===== src/rtl/jag_cry_pkg.sv =====
// Shared CRY pixel definitions: field positions, RGB packing and requester ids.
package jag_cry_pkg;

    localparam int unsigned CRY_IDX_LSB = 8;
    localparam int unsigned CRY_Y_LSB   = 0;

    localparam logic REQ_OP   = 1'b0;
    localparam logic REQ_BLIT = 1'b1;

    // Packed as {R,G,B}, R in the most significant byte.
    typedef struct packed {
        logic [7:0] r;
        logic [7:0] g;
        logic [7:0] b;
    } rgb_t;

    function automatic logic [7:0] cry_idx(input logic [15:0] cry);
        return cry[CRY_IDX_LSB +: 8];
    endfunction

    function automatic logic [7:0] cry_y(input logic [15:0] cry);
        return cry[CRY_Y_LSB +: 8];
    endfunction

endpackage


===== src/rtl/cry_rgb_sched_if.sv =====
// Pixel request and RGB result handshakes of the CRY lookup scheduler.
interface cry_rgb_sched_if;
    logic [1:0]  req_valid;
    logic [1:0]  req_ready;
    logic [15:0] req_cry0;
    logic [15:0] req_cry1;
    logic        out_valid;
    logic        out_ready;
    logic        out_tag;
    logic [23:0] out_rgb;

    modport master (
        output req_valid, req_cry0, req_cry1, out_ready,
        input  req_ready, out_valid, out_tag, out_rgb
    );

    modport slave (
        input  req_valid, req_cry0, req_cry1, out_ready,
        output req_ready, out_valid, out_tag, out_rgb
    );
endinterface


===== src/rtl/cry_scale.sv =====
// One colour component scaled by intensity with round-up: (base*y + 255) >> 8.
module cry_scale (
    input  logic [7:0] base,
    input  logic [7:0] y,
    output logic [7:0] comp
);
    logic [15:0] prod;
    logic [16:0] sum;

    always_comb begin
        prod = 16'(base) * 16'(y);
        sum  = {1'b0, prod} + 17'd255;
        // Carry out cannot occur for 8-bit operands; saturate rather than wrap.
        comp = sum[16] ? 8'hFF : sum[15:8];
    end
endmodule


===== src/rtl/cry_rgb_sched.sv =====
// Two-requester scheduler for the shared CRY R/G/B ROMs; three-stage pipeline
// returning intensity-scaled, tagged 24-bit RGB with output backpressure.
module cry_rgb_sched
    import jag_cry_pkg::*;
#(
    parameter bit RR = 1'b1
) (
    input  logic                  sys_clk,
    input  logic                  resetl,
    cry_rgb_sched_if.slave        pix,
    output logic [7:0]            rom_a,
    input  logic [7:0]            rom_r_z,
    input  logic [7:0]            rom_g_z,
    input  logic [7:0]            rom_b_z,
    output logic                  busy
);

    logic        en;
    logic [1:0]  grant;
    logic        accept;
    logic        acc_tag;
    logic [15:0] acc_cry;
    logic        rr_ptr_q, rr_ptr_d;

    logic        s1_v_q, s1_tag_q;
    logic [7:0]  s1_y_q;
    logic [7:0]  rom_a_q;
    logic        s2_v_q, s2_tag_q;
    logic [7:0]  s2_y_q;

    logic        hold_v_q;
    rgb_t        hold_q;
    rgb_t        rom_data;
    rgb_t        base;
    rgb_t        scaled;
    logic [7:0]  sc_r, sc_g, sc_b;

    logic        out_valid_q, out_tag_q;
    rgb_t        out_rgb_q;

    assign en = !(out_valid_q && !pix.out_ready);

    // rr_ptr_q = 0 favours requester 0 when both are valid.
    always_comb begin
        grant = 2'b00;
        if (en && resetl) begin
            if (!RR || (pix.req_valid != 2'b11)) begin
                if (pix.req_valid[0]) begin
                    grant = 2'b01;
                end else if (pix.req_valid[1]) begin
                    grant = 2'b10;
                end
            end else begin
                grant = rr_ptr_q ? 2'b10 : 2'b01;
            end
        end
    end

    always_comb begin
        accept   = |grant;
        acc_tag  = grant[1] ? REQ_BLIT : REQ_OP;
        acc_cry  = grant[1] ? pix.req_cry1 : pix.req_cry0;
        rr_ptr_d = accept ? ~acc_tag : rr_ptr_q;
    end

    // The ROM keeps clocking during a stall and will re-read the stage-1
    // address, so the first stalled cycle's data is the only copy for the
    // stage-2 pixel; keep it until the pipeline moves again.
    always_comb begin
        rom_data = {rom_r_z, rom_g_z, rom_b_z};
        base     = hold_v_q ? hold_q : rom_data;
        scaled   = {sc_r, sc_g, sc_b};
    end

    cry_scale u_scale_r (.base(base.r), .y(s2_y_q), .comp(sc_r));
    cry_scale u_scale_g (.base(base.g), .y(s2_y_q), .comp(sc_g));
    cry_scale u_scale_b (.base(base.b), .y(s2_y_q), .comp(sc_b));

    always_ff @(posedge sys_clk or negedge resetl) begin
        if (!resetl) begin
            rr_ptr_q    <= 1'b0;
            s1_v_q      <= 1'b0;
            s1_tag_q    <= 1'b0;
            s1_y_q      <= 8'h00;
            rom_a_q     <= 8'h00;
            s2_v_q      <= 1'b0;
            s2_tag_q    <= 1'b0;
            s2_y_q      <= 8'h00;
            hold_v_q    <= 1'b0;
            hold_q      <= '0;
            out_valid_q <= 1'b0;
            out_tag_q   <= 1'b0;
            out_rgb_q   <= '0;
        end else begin
            rr_ptr_q <= rr_ptr_d;
            hold_v_q <= !en;
            if (!en && !hold_v_q) begin
                hold_q <= rom_data;
            end
            if (en) begin
                s1_v_q <= accept;
                if (accept) begin
                    rom_a_q  <= cry_idx(acc_cry);
                    s1_y_q   <= cry_y(acc_cry);
                    s1_tag_q <= acc_tag;
                end
                s2_v_q      <= s1_v_q;
                s2_y_q      <= s1_y_q;
                s2_tag_q    <= s1_tag_q;
                out_valid_q <= s2_v_q;
                if (s2_v_q) begin
                    out_rgb_q <= scaled;
                    out_tag_q <= s2_tag_q;
                end
            end
        end
    end

    assign pix.req_ready = grant;
    assign pix.out_valid = out_valid_q;
    assign pix.out_tag   = out_tag_q;
    assign pix.out_rgb   = out_rgb_q;
    assign rom_a         = rom_a_q;
    assign busy          = s1_v_q | s2_v_q | out_valid_q;

endmodule


===== src/flat_wrapper.sv =====
// flat-port wrapper written by rule: the top's interface ports become plain ports
module cry_rgb_sched_flat import jag_cry_pkg::*;
#(
    parameter bit RR = 1'b1
)
  (sys_clk, resetl, rom_a, rom_r_z, rom_g_z, rom_b_z, busy, pix_req_valid, pix_req_cry0, pix_req_cry1, pix_out_ready, pix_req_ready, pix_out_valid, pix_out_tag, pix_out_rgb);
  cry_rgb_sched_if pix_i ();
  input  logic sys_clk;
  input  logic resetl;
  output logic [7:0] rom_a;
  input  logic [7:0] rom_r_z;
  input  logic [7:0] rom_g_z;
  input  logic [7:0] rom_b_z;
  output logic busy;
  input wire logic [$bits(pix_i.req_valid)-1:0] pix_req_valid;
  input wire logic [$bits(pix_i.req_cry0)-1:0] pix_req_cry0;
  input wire logic [$bits(pix_i.req_cry1)-1:0] pix_req_cry1;
  input wire logic [$bits(pix_i.out_ready)-1:0] pix_out_ready;
  output wire logic [$bits(pix_i.req_ready)-1:0] pix_req_ready;
  output wire logic [$bits(pix_i.out_valid)-1:0] pix_out_valid;
  output wire logic [$bits(pix_i.out_tag)-1:0] pix_out_tag;
  output wire logic [$bits(pix_i.out_rgb)-1:0] pix_out_rgb;
  assign pix_i.req_valid = pix_req_valid;
  assign pix_i.req_cry0 = pix_req_cry0;
  assign pix_i.req_cry1 = pix_req_cry1;
  assign pix_i.out_ready = pix_out_ready;
  assign pix_req_ready = pix_i.req_ready;
  assign pix_out_valid = pix_i.out_valid;
  assign pix_out_tag = pix_i.out_tag;
  assign pix_out_rgb = pix_i.out_rgb;
  cry_rgb_sched #(.RR(RR)) u_core (.sys_clk(sys_clk), .resetl(resetl), .pix(pix_i), .rom_a(rom_a), .rom_r_z(rom_r_z), .rom_g_z(rom_g_z), .rom_b_z(rom_b_z), .busy(busy));
endmodule

===== config.mk =====
export PLATFORM = sky130hd
export DESIGN_NAME = cry_rgb_sched_flat
export DESIGN_NICKNAME = d
export VERILOG_FILES = /design/src/rtl/jag_cry_pkg.sv /design/src/rtl/cry_rgb_sched_if.sv /design/src/rtl/cry_scale.sv /design/src/rtl/cry_rgb_sched.sv /design/src/flat_wrapper.sv
export SDC_FILE = /design/constraint.sdc
export NUM_CORES = 1
export LEC_CHECK = 0
export BUFFER_PORTS_ARGS = -buffer_cell sky130_fd_sc_hd__buf_4
export CAP_MARGIN = 0
export CORE_MARGIN = 3
export CORE_UTILIZATION = 50
export CTS_CLUSTER_SIZE = 8
export DETAILED_ROUTE_END_ITERATION = 8
export GPL_TIMING_DRIVEN = 0
export PLACE_DENSITY = 0.83
export SYNTH_ARGS = -nofsm -noshare
export SYNTH_HDL_FRONTEND = slang
export SYNTH_SLANG_ARGS = --single-unit
export TNS_END_PERCENT = 10

===== constraint.sdc =====
create_clock -name sys_clk -period 4.9 [get_ports sys_clk]
set_clock_uncertainty 0.05 [all_clocks]
set_input_delay 0.49 -clock sys_clk [delete_from_list [all_inputs] [get_ports sys_clk]]
set_output_delay 0.49 -clock sys_clk [all_outputs]
set_load 0.02 [all_outputs]

==> run summary <==
status -> finished, violations left
failing checks -> setup timing
Filler cells -> 1536
RePlAce Congestion -> 0.895
CP Capture Type -> flip-flop
end of the critical path -> u_core.pix.out_rgb[19]
period utilization -> 106%
first-pass GRT wire length -> 43000 µm
Ys Warns -> 0
Overflow after GRT -> 0
max-slew violations -> 0
worst setup margin -> -0.277 ns
FF-to-FF path depth -> 19
ys flop type -> dfrtp_1
Yosys top cell by area -> fa_1
Area Growth Syn to Fin -> 21.2%
Synth area leaders -> fa_1 24%, dfrtp_1 20%, ha_1 13%
EDFF count, synth -> 0
Yosys reg bits -> 80
RSZ-0062 raised after global routing -> yes
Die W -> 148 µm
share of the synthesized area in the top cell type -> 24.4%
Final #Nets -> 1492
CP Launch Type -> flip-flop
met2 Track Usage GR -> 40.8%
highest clock rate -> 193 MHz
placement-stage cell area -> 11300 µm²
Initial Util -> 51.3%
TritonRoute pass-1 iters -> 5
1st-iter DRT viols -> 551
GRT Util Overall -> 24.4%
die area -> 21900 µm²
Die H -> 148 µm
final count of hold timing violations -> 0
Synth Net Count -> 1352
Avg Cell Area, Syn -> 9.51 µm²
mapped cell area -> 10100 µm²
clk_lat worst skew -> 0.36 ns
worst-path fanout max -> 9
largest net degree at the start of global routing -> 82
Worst Path Required -> 5.06 ns
most used routing layer -> met2
reg-to-reg endpoint -> u_core.pix.out_rgb[19]
post-route DRC violation count -> 0
CTS tree -> done
layout cell share with drive strength beyond 1 -> 23.7%
vias in the first global route -> 8666
Async SR Flop Fraction -> 100%
Crit. Startpoint -> u_core.hold_v_q
Hold WC Path Type -> in2async
Routed Antenna Nets -> 0
total CTS buffers -> 9
initial antenna violation count -> 0
Finished Cell Area -> 12200 µm²
maxcap violations -> 0
Worst Path Arrival -> 5.33 ns
R2R Path Start -> u_core.hold_v_q
routing usage on met3 -> 4.41%
I/O Pins -> 98
setup TNS -> -4.72 ns
DPL Wire Length -> 19200 µm
R2R Setup Slk -> -0.28 ns
Reg clk slew, reported paths -> 0.07 ns
DRT Wirelength -> 25900 µm
vias per inst -> 5.57
Worst Max-Slew Pin Slew -> 1.05 ns
Setup CP Type -> reg2reg
commonest non-fill, non-tap cell in the layout -> inv_1
diode count -> 0
root buffer cell -> clkbuf_16
Seq/Total Area, Yosys -> 19.9%
relative slew slack -> 29.8%
Port Buf Inserts -> 97
CTS Sinks -> 80
# H-tree levels -> 3
Yosys cell types -> 57
Vias -> 8195
Cells after Synth -> 1060
most frequent cells in the layout -> 165 x inv_1, 127 x buf_4, 118 x fa_1
per-cell routed wire length -> 17.6 µm
grt met1 use -> 31.6%
Core Area -> 19700 µm²
Tmin final -> 5.18 ns
final setup fails -> 24
site row count -> 51
clock tree buffer depth -> 2
[layer usage]
| metal | wire (µm) | vias up |
|---|---|---|
| li1 | - | 3755 |
| met1 | 10700 | 4007 |
| met2 | 12400 | 359 |
| met3 | 1880 | 74 |
| met4 | 933 | 0 |
| met5 | 0 | - |
[cell type report]
class	instances	area (µm²)	area share, %
buffer	40	238	1.95
clock buffer	10	239	1.96
clock inverter	6	75.1	0.614
inverter	172	646	5.28
multi-input combinational	765	7660	62.7
sequential	80	2000	16.4
tap	265	332	2.71
timing repair buffer	132	1030	8.42
[flip-flops by register name, summed over array words and instances, names as in the netlist, 8 cells and up]
register and cells:
u_core.s2_y_q 8, u_core.rom_a 8, u_core.s1_y_q 8, u_core.pix.out_rgb 24, u_core.hold_q 24
[cell usage after synthesis (all sizes together), types with 3 or more instances]
cell type,instances
mux2i,5
mux2,55
a31oi,24
o211ai,8
a21oi,40
a21o,9
dfrtp,80
a211oi,3
nor2,38
nand2b,9
nor2b,22
clkbuf,40
xnor2,18
nand2,115
ha,108
o21ai,19
inv,172
a211o,5
buf,3
a222oi,16
and2,86
nand4,9
nand3,5
xor2,7
and3,3
fa,123
[repair_timing]
item                       CTS  global route
pin swaps                   19            15
setup buffers               20            13
hold buffers                 0             0
setup endpoints to repair   24            24
cloned                       2             0
gates resized for setup     53            51
[per-stage QoR]
step | std cells | setup slack (ns) | util [%] | hold slack, ns
3_3_place_gp | 1422 | -0.643 | 57.3 | 0.407
2_1_floorplan | 1060 | -0.00980 | - | 0.144
4_1_cts | 1458 | -0.221 | 60.9 | 0.286
5_1_grt | 1470 | -0.422 | 62.2 | 0.289
3_5_place_dp | 1422 | -0.665 | 57.3 | 0.425
6_report | 1470 | -0.277 | 62.2 | 0.260
[worst max-delay path, stage by stage (launching register included)]
cell and delay [ns]:
dfrtp_1 0.39, buf_8 0.16, clkbuf_16 0.16, mux2_4 0.33, buf_6 0.13, and2_1 0.16, fa_1 0.43, fa_1 0.49
fa_1 0.54, inv_2 0.05, fa_1 0.51, inv_2 0.05, ha_4 0.26, a21oi_4 0.19, nand3b_1 0.14, a21oi_2 0.08
a2111oi_4 0.39, buf_4 0.21, xor2_4 0.18, a31oi_1 0.11
[worst min-delay path by stage]
stage | slack (ns) | cells past startpoint | start | to
6_report | 0.26 | 1 | resetl | u_core.pix.out_rgb[18]
5_1_grt | 0.29 | 3 | pix_req_cry0[4] | u_core.s1_y_q[4]
4_1_cts | 0.29 | 1 | resetl | u_core.pix.out_rgb[18]
3_5_place_dp | 0.43 | 1 | u_core.s1_tag_q | u_core.s1_tag_q
3_3_place_gp | 0.41 | 1 | u_core.s1_tag_q | u_core.s1_tag_q
2_1_floorplan | 0.14 | 0 | resetl | u_core.hold_q[0]
[logic make-up (layout without fill, tap and decap cells)]
family	count (synthesis)	after routing	synth area share, %
mux	60	60	6.68
xor+xnor	25	25	2.25
fa+ha+maj	231	231	37.8
buf+inv	215	360	8.12
compound gates	147	147	10.1
simple gates	302	302	15.1
flops	80	80	19.9
Power is not shown: default switching activity piles up to over one toggle a cycle in this logic, so the estimate is an artifact.
